$ cat src/rtl/phase_osc.sv
// Phase-accumulator voice oscillator: gated IDLE/RUN/RELEASE phase FSM feeding a
// two-stage waveform pipeline (saw, square, triangle, LFSR noise), one sample per tick.
module phase_osc #(
    parameter int unsigned PHASE_W    = 24,
    parameter int unsigned FREQ_SHIFT = 4,
    parameter logic [15:0] LFSR_SEED  = 16'hACE1
) (
    input  logic        CLK,
    input  logic        RESET,
    input  logic        Enable,
    input  logic        key_on,
    input  logic        sample_tick,
    input  logic [15:0] freq,
    input  logic [1:0]  wave_sel,
    input  logic [15:0] pulse_width,
    output logic [15:0] sample,
    output logic        sample_valid
);

    typedef enum logic [1:0] {
        IDLE    = 2'd0,
        RUN     = 2'd1,
        RELEASE = 2'd2
    } state_e;

    state_e               state_q, state_d;
    logic [PHASE_W-1:0]   phase_q, phase_d;
    logic [15:0]          lfsr_q, lfsr_d;
    logic [PHASE_W-1:0]   inc;
    logic [PHASE_W:0]     sum;
    logic                 carry;
    logic                 lfsr_fb;

    logic                 s1_valid_q;
    logic [15:0]          s1_p_q;
    logic [15:0]          s1_noise_q;
    logic [1:0]           s1_wave_q;
    logic [15:0]          s1_pw_q;
    logic                 s1_idle_q;

    logic [15:0]          wave_d;
    logic [15:0]          tri_t;
    logic [15:0]          sample_q;
    logic                 sample_valid_q;

    assign inc     = PHASE_W'({freq, {FREQ_SHIFT{1'b0}}});
    assign sum     = {1'b0, phase_q} + {1'b0, inc};
    assign carry   = sum[PHASE_W];
    assign lfsr_fb = lfsr_q[0] ^ lfsr_q[2] ^ lfsr_q[3] ^ lfsr_q[5];

    // Enable is applied last so it overrides every state transition.
    always_comb begin
        state_d = state_q;
        phase_d = phase_q;
        case (state_q)
            IDLE: begin
                phase_d = '0;
                if (Enable && key_on) state_d = RUN;
            end
            RUN: begin
                if (sample_tick) phase_d = sum[PHASE_W-1:0];
                if (!key_on) state_d = RELEASE;
            end
            RELEASE: begin
                if ((sample_tick && carry) || (freq == '0)) begin
                    state_d = IDLE;
                    phase_d = '0;
                end else begin
                    if (sample_tick) phase_d = sum[PHASE_W-1:0];
                    if (key_on) state_d = RUN;
                end
            end
            default: begin
                state_d = IDLE;
                phase_d = '0;
            end
        endcase
        if (!Enable) begin
            state_d = IDLE;
            phase_d = '0;
        end
    end

    always_comb begin
        lfsr_d = lfsr_q;
        if (sample_tick && Enable) lfsr_d = {lfsr_fb, lfsr_q[15:1]};
    end

    always_ff @(posedge CLK or negedge RESET) begin
        if (!RESET) begin
            state_q <= IDLE;
            phase_q <= '0;
            lfsr_q  <= LFSR_SEED;
        end else begin
            state_q <= state_d;
            phase_q <= phase_d;
            lfsr_q  <= lfsr_d;
        end
    end

    // Stage 1 captures post-tick values, so a wrapping tick is seen as IDLE and outputs 0.
    always_ff @(posedge CLK or negedge RESET) begin
        if (!RESET) begin
            s1_valid_q <= 1'b0;
            s1_p_q     <= '0;
            s1_noise_q <= '0;
            s1_wave_q  <= '0;
            s1_pw_q    <= '0;
            s1_idle_q  <= 1'b0;
        end else begin
            s1_valid_q <= sample_tick && Enable;
            if (sample_tick) begin
                s1_p_q     <= phase_d[PHASE_W-1 -: 16];
                s1_noise_q <= lfsr_d;
                s1_wave_q  <= wave_sel;
                s1_pw_q    <= pulse_width;
                s1_idle_q  <= (state_d == IDLE);
            end
        end
    end

    assign tri_t = s1_p_q[15] ? ~{s1_p_q[14:0], 1'b0} : {s1_p_q[14:0], 1'b0};

    always_comb begin
        wave_d = '0;
        case (s1_wave_q)
            2'd0: wave_d = {~s1_p_q[15], s1_p_q[14:0]};
            2'd1: wave_d = (s1_p_q < s1_pw_q) ? 16'h7FFF : 16'h8001;
            2'd2: wave_d = {~tri_t[15], tri_t[14:0]};
            default: wave_d = s1_noise_q;
        endcase
        if (s1_idle_q) wave_d = '0;
    end

    always_ff @(posedge CLK or negedge RESET) begin
        if (!RESET) begin
            sample_q       <= '0;
            sample_valid_q <= 1'b0;
        end else begin
            sample_valid_q <= s1_valid_q;
            if (s1_valid_q) sample_q <= wave_d;
        end
    end

    assign sample       = sample_q;
    assign sample_valid = sample_valid_q;

endmodule
$ cat config.mk
export PLATFORM = sky130hd
export DESIGN_NAME = phase_osc
export DESIGN_NICKNAME = d
export VERILOG_FILES = /design/src/rtl/phase_osc.sv
export SDC_FILE = /design/constraint.sdc
export NUM_CORES = 1
export LEC_CHECK = 0
export ABC_AREA = 1
export CAP_MARGIN = 20
export CORE_ASPECT_RATIO = 2
export CORE_MARGIN = 5
export CORE_UTILIZATION = 25
export DETAILED_ROUTE_END_ITERATION = 16
export PLACE_DENSITY = 0.49
export SYNTH_ARGS = -nofsm -noshare
export SYNTH_HDL_FRONTEND = slang
export SYNTH_SLANG_ARGS = --single-unit
$ cat constraint.sdc
create_clock -name CLK -period 2.79 [get_ports CLK]
set_input_delay 0.6975 -clock CLK [delete_from_list [all_inputs] [get_ports CLK]]
set_output_delay 0.6975 -clock CLK [all_outputs]
set_load 0.02 [all_outputs]
; After elaboration in Yosys (flattened, before gate mapping)
; Index checks and enable logic that the tools add are counted.
[classes]
n_bitwise = 6
reduce_logical = 8
n_addsub = 1
n_shift = 0
mul = 0
div_mod_pow = 0
muxes = 15
n_eq_ne = 4
magnitude_cmp = 1
[op_table]
columns = operator, n
row1 = 24-bit 2-to-1 mux, 3
row2 = 16-bit 2-to-1 mux, 4
row3 = 16-bit case mux with 3 select lines, 1
row4 = 24-bit case mux with 2 select lines, 1
row5 = 24-bit by 20-bit adder with 25-bit output, 1
row6 = 16-bit zero test, 1
row7 = 16-bit less-than comparator, 1
row8 = 16-bit inverter, 1
row9 = 2-bit 2-to-1 mux, 5
row10 = 2-bit zero test, 3
row11 = 2-bit case mux with 3 select lines, 1
row12 = "2-bit by 1-bit equality test with 1-bit output, second input constant", 2
row13 = "2-bit equality test, second input constant", 2
row14 = 1-bit logical AND, 3
row15 = 1-bit bitwise XOR, 3
row16 = 1-bit inverter, 2
row17 = 1-bit logical OR, 1
[totals]
out_inout_bits = 17
rom_bits = 0
latchBits = 0
wordCells = 46
mem_count = 0
input_bits = 39
ramBits = 0
ff_bits = 111

; Depth between registers and ports, before layout
; Gate-level depths: netlist of run 1.
[logic_depth]
depth_word = 7
ltp_mapped = 17
ltp_nobuf = 17

; Worst setup path before layout of run 1
; OpenSTA, ideal clock, no wires.
[synth_timing]
kind = input to register
start = input freq[0]
end = register s1_p_q[12]
t_arrival_ns = 2.252
t_required_ns = 2.673
setup_ns = 0.117
slack_ns = 0.421
cell_stages = 17
n_path_buf = 0
path_cell_list = ha_1 inv_1 fa_1 inv_1 nand3_1 nand2_2 nand2_2 nand2_2 nand2_1 nand2_2 nand2_4 nand2_4 nand2_1 nand2_2 nor2_1 nand2_1 nand2_1
[synth_via]
elab_chain_cells = 6
elab_cells_between_ends = 8
classes_between = add/sub (1) / mux (4) / reduce/logical (3)
[synth_rtl]
columns = element, line_no
row1 = from (decl), 13  ; input logic [15:0] freq,
row2 = 24-bit by 20-bit adder with 25-bit output, 47  ; assign sum = {1'b0, phase_q} + {1'b0, inc};
row3 = 1-bit logical AND, 65  ; if ((sample_tick && carry) || (freq == '0)) begin
row4 = 1-bit logical OR, 65
row5 = 24-bit 2-to-1 mux, 65
row6 = 24-bit case mux with 2 select lines (*), 55  ; case (state_q)
row7 = 24-bit 2-to-1 mux (*), 78  ; if (!Enable) begin
row8 = net phase_d[20], 27  ; logic [PHASE_W-1:0] phase_q, phase_d;
row9 = to (signal assigned), 113  ; s1_p_q <= phase_d[PHASE_W-1 -: 16];
row10 = to (decl), 35  ; logic [15:0] s1_p_q;
; Mark *: on every way through the listed nets, which the timed path passes. The rest lies on a longest branch.
; A chain may end at the register's enable or synchronous reset.

; Final worst setup path of run 1
[layout_timing]
start = input freq[6]
end = register s1_p_q[13]
; Same word-level chain as after synthesis.

==> impl_metrics.ini, run 1 <==
[status]
status = finished clean

[routing]
wl_met2_um = 11200
wl_met3_um = 354
vias = 5562
drt_iter0_drc = 240
drc = 0
wl_met1_um = 6590
ant_nets = 0
wire_per_inst_um = 14.8
dr.max_layer_used = met4
drt-total-wl_um = 18700
viasPerCell = 4.41
first_pass_iters = 5

[clock_network]
htreeDepth = 3
cts_root_buffer = clkbuf_16
cts-buffers-inserted = 9
cts_tree = done
clockBufferDepth = 2
insertion_delay_ps = 350
path_clk_slew_ps = 70
clkSinkCount = 107

[synth]
synthesis.area_sq_um = 6190
syn-mean-instance-area_sq_um = 7.55
netlist.area_leader.share_pct = 40.0
ys_seq_elements = 107
synth-async-reset-ratio_pct = 100
ys_warn_count = 0
yosysTopAreaCell = dfrtp_1
synthFlopType = dfrtp_1
synth_cell_types = 34
synth.net_count = 895
synth.area.top_cells = dfrtp_1 40%, nand2_1 16%, ha_1 7.1%
seq_area_frac_synth_pct = 43.4
syn_inst = 820
synth_enable_flop_cells = 0

[timing]
fin_crit_sh_pct = 94.0
slew_headroom_pct = 30.0
drv_slew = 0
setup_ws_ps = 169
worstMarginPinSlew_ps = 1050
rsz0062_at_grt = false
setup-tns-final_ps = 0
whs_ps = 354
finalHoldViolations = 0
finalSetupViolations = 0
fmax_mhz = 381
period_needed_ps = 2620
clock_skew_ps = 8.74

[setup_path]
required_ps = 3080
r2r-start = s1_p_q[1]$_DFFE_PN0P_
critPathLaunchType = input port
critPathKind = in2reg
cp-end-kind = flip-flop
cp_num_cells = 13
path_buf_inv = 2
path_common_cell = nand2_1
critPathMaxFanout = 4
r2r_slack_ps = 360
cp_top_family = simple AND/OR/NAND/NOR gates
cp_slowest_cell = clkdlybuf4s50_1
crit_arrival_ps = 2910
crit_path_max_incr_delay_ps = 440
worstReg2RegEnd = sample[2]$_DFFE_PN0P_
crit_chain = clkdlybuf4s50_1 -> ha_1 -> buf_4 -> a21o_1 -> a21oi_1 -> nand2_1 -> nand2_1 -> nand3_1 -> nand3_1 -> nand2_1 -> nor2_1 -> nand2_1 -> nand2_1
reg2regPathDepth = 12

[grt]
grt_pass1_vias = 5838
antenna_found_initial = 0
grt-ovfl-total = 0
grt_pass1_wl_um = 29700
grt_max_degree = 108
grt_use_total_pct = 13.6

[placed_design]
dpl.hpwl_um = 14800
io_buffers = 55
pre_cts_ws_ps = -479
gp_congestion = 0.816

[finish]
n_fill_cell = 2642
diodes = 0
nNetsFinal = 999
syn_to_final_growth_pct = 28.2
drive_gt1_share_pct = 14.0

[min_path]
hp-class = in2async

[power]
p_leak_uw = 0.00403
vdd_ir_drop_max_v = 0.000254
power_density_nw_per_um2 = 511

[floorplan]
coreArea_sq_um = 24400
fp-row-count = 81
boundaryPins = 56
die_area_sq_um = 28200
fp.dieH_um = 233
die_x_um = 121
initial_utilization_pct = 25.4

[flow_run]
drv_cap = 0
## registers in the layout, summed over array words and instances (netlist names)
register	count
s1_valid_q	1
s1_idle_q	1
state_q	2
sample	16
lfsr_q	16
s1_wave_q	2
s1_noise_q	16
phase_q	20
s1_p_q	16
sample_valid	1
s1_pw_q	16
## cell usage after synthesis, types with 7 or more instances
cell type	instances
o21ai_0	62
or2_2	9
a21oi_1	43
nand2_1	265
ha_1	35
a221oi_1	14
nand4_1	11
dfrtp_1	99
dfstp_2	8
nand2_2	7
nand3_1	32
clkbuf_1	20
nor2_1	76
inv_1	94
## worst max-delay path by stage
stage	startpoint	end	slack, ps
finish	freq[6]	s1_p_q[13]$_DFFE_PN0P_	170
global route	freq[7]	s1_p_q[13]$_DFFE_PN0P_	60
CTS	freq[0]	phase_q[8]$_DFF_PN0_	30
detailed placement	freq[0]	s1_p_q[1]$_DFFE_PN0P_	-480
global placement	freq[0]	s1_p_q[0]$_DFFE_PN0P_	-400
floorplan	freq[0]	s1_p_q[12]$_DFFE_PN0P_	420
## final cells by class
| type | instances | area (sq um) | area share (%) |
|---|---|---|---|
| Timing Repair Buffer | 122 | 1090 | 13.7 |
| Sequential cell | 107 | 2690 | 33.8 |
| Inverter | 95 | 357 | 4.49 |
| Multi-Input combinational cell | 589 | 3040 | 38.3 |
| Tap cell | 332 | 415 | 5.23 |
| Clock buffer | 10 | 239 | 3.01 |
| Clock inverter | 6 | 111 | 1.40 |
## logic make-up (layout without fill, tap and decap cells)
group                      count (synthesis)  count (layout)  share of synthesized area, %
DFF                                      107             107                          43.4
buffers and inverters                    125             233                          8.04
AOI/OAI and AO/OA                        133             134                          12.5
xor gates and xnor gates                   4               4                         0.566
adders and majority gates                 36              36                          7.40
and+or+nand+nor                          415             415                          28.1
## metal layers
layer	vias to the layer above	track usage, %
met2	69	27.9
met5	-	0
li1	2838	-
met3	22	1.68
met1	2633	13.0
met4	0	5.79
## cells in the final DEF, fill, tap and decap left out, drive strengths merged, types with 2 or more instances in the layout
cell           instances
a211oi                 4
a21oi                 49
a221oi                14
and3                   2
buf                   69
bufinv                 3
clkbuf                10
clkdlybuf4s50         52
dfrtp                 99
dfstp                  8
ha                    35
inv                   96
nand2                274
nand3                 35
nand4                 14
nor2                  76
nor3                   4
o21a                   2
o21ai                 62
or2                    9
xnor2                  3
## report_power, final
group          switching (uW)  total (uW)  internal [uW]
clock network             587        1490            904
registers                77.0        1810           1740
logic                     453         752            300
## timing repair
action / CTS / global route
endpoints found under the setup margin: 16 / 33
resized for setup: 1 / 8
setup buffers: 0 / 1
hold buffers: 0 / 0
pin swaps: 1 / 8
cloned: 1 / 0
## stage by stage
step	power (uW)	instance area (sq um)	util [%]	std cells
6_report	4060	7940	32.5	1261
3_3_place_gp	2600	7530	30.8	1243
3_5_place_dp	2610	7530	30.8	1243
2_1_floorplan	2250	6190	-	820
5_1_grt	4300	7940	32.5	1261
4_1_cts	4120	7890	32.3	1260
(Power assumes the default switching activity.)
==> inputs of run 2 (changes only) <==
- CORE_MARGIN: 5 -> 2
- CORE_UTILIZATION: 25 -> 55
- PLACE_DENSITY: 0.49 -> 0.85
==> run 2 against run 1 <==
  * Flip-flop and latch count did not move
  * Sequential power barely moved
  * Highest routed layer unchanged
  * Combinational power is 4.5% lower
  * Clock skew fell by 2.4 ps
==> impl_metrics.ini, run 2 (synthesis gave the netlist of run 1 again) <==
[power]
p_leak_uw = 0.00389
vdd_ir_drop_max_v = 0.000403
power_density_nw_per_um2 = 504

[setup_path]
r2r_slack_ps = 530
startpoint = freq[7]
critPathKind = in2reg
worstReg2RegEnd = sample[3]$_DFFE_PN0P_
crit_end = phase_q[14]$_DFF_PN0_
critPathMaxFanout = 13
cp-end-kind = flip-flop
critPathLaunchType = input port
r2r-start = s1_p_q[11]$_DFFE_PN0P_
crit_arrival_ps = 2910
required_ps = 3070
reg2regPathDepth = 8

[timing]
finalSetupViolations = 0
setup_ws_ps = 162
setup-tns-final_ps = 0
fin_crit_sh_pct = 94.2
whs_ps = 329
period_needed_ps = 2630
fmax_mhz = 381
worstMarginPinSlew_ps = 950
rsz0062_at_grt = false
clock_skew_ps = 6.31
drv_slew = 0
finalHoldViolations = 0
slew_headroom_pct = 36.6

[placed_design]
io_buffers = 55
gp_congestion = 0.954
pre_cts_ws_ps = -419
placed_cell_area_sq_um = 7140
dpl.cell_count = 1033
dpl.hpwl_um = 11600

[grt]
grt_max_degree = 57
grt_pass1_wl_um = 26000
grt-ovfl-total = 0
antenna_found_initial = 0
grt_use_total_pct = 27.1
grt_pass1_vias = 5831

[floorplan]
boundaryPins = 56
coreArea_sq_um = 10900
fp-row-count = 54
die_x_um = 79.0
initial_utilization_pct = 56.6
fp.dieH_um = 154
die_area_sq_um = 12200

[finish]
top_register = phase_q
multiInputGateArea_sq_um = 3030
stdcell_count = 1052
nNetsFinal = 982
diodes = 0
n_fill_cell = 953
mostFrequentLayoutCell = nand2_1
register_area_sq_um = 2690
drive_gt1_share_pct = 12.2
layout_common_cells = 265 x nand2_1, 99 x dfrtp_1, 93 x inv_1
final_area_sq_um = 7480
largest_register_ffs = 20
syn_to_final_growth_pct = 20.8

[clock_network]
cts_tree = done
clkSinkCount = 107
clockBufferDepth = 2
cts_root_buffer = clkbuf_16
htreeDepth = 3
insertion_delay_ps = 350
path_clk_slew_ps = 70
cts-buffers-inserted = 9

[routing]
ant_nets = 0
drc = 0
wire_per_inst_um = 14.7
vias = 5712
first_pass_iters = 6
drt_iter0_drc = 413
drt-total-wl_um = 15500
viasPerCell = 5.43

[min_path]
hp-class = in2async

[status]
status = finished clean

[flow_run]
drv_cap = 0
==> run 2: metal layers <==
layer / global-route usage [%] / share of wire, %
met2: 51.1 / 56
met1: 27.3 / 36
met4: 16.7 / 5.7
met3: 2.93 / 3.0
met5: 0 / 0
==> run 2: stage by stage <==
step | utilization [%] | power (uW)
after floorplan | - | 2250
after global placement | 65.2 | 2530
after detailed placement | 65.2 | 2560
after CTS | 68.0 | 3780
after global routing | 68.3 | 3950
final | 68.3 | 3770
==> run 2: layout make-up <==
type,instances,area share [%]
Multi-Input combinational cell,589,40.6
Sequential cell,107,35.9
Timing Repair Buffer,105,12.5
Inverter,95,4.77
Clock buffer,12,3.43
Tap cell,140,2.34
Clock inverter,4,0.435
==> run 2: worst min path at each step <==
stage	from	to	slack, ps	cells after the start
CTS	RESET	s1_pw_q[5]$_DFFE_PN0P_	340	1
finish	RESET	s1_pw_q[11]$_DFFE_PN0P_	330	1
floorplan	s1_valid_q$_DFF_PN0_	sample_valid$_DFF_PN0_	370	0
global placement	s1_valid_q$_DFF_PN0_	sample_valid$_DFF_PN0_	390	0
detailed placement	s1_valid_q$_DFF_PN0_	sample_valid$_DFF_PN0_	390	0
global route	RESET	s1_pw_q[11]$_DFFE_PN0P_	370	1
==> run 2: what timing repair did <==
action | 4_1_cts | 5_1_grt
pin swaps | 1 | 7
gates cloned | 1 | 0
setup buffers | 0 | 2
endpoints found under the setup margin | 13 | 35
resized for setup | 0 | 7
hold buffers | 0 | 0
==> run 2: critical path, cell delays in order <==
cell and delay (ps):
clkdlybuf4s50_1 460, ha_1 360, nand2_1 80, nand2_1 80, a21oi_2 170, nand2_4 80, nand2_1 70, nand2_2 70
nand2_4 80, nand2_4 80, a21oi_4 370, nand3_1 140, nand2_1 150
==> run 2: where the power goes <==
part	leakage, uW	total (uW)	switching, uW	internal [uW]
sequential	0.00139	1820	79.7	1740
combinational	0.00236	718	431	287
clock	0.000136	1240	576	662
total	0.00389	3770	1090	2690
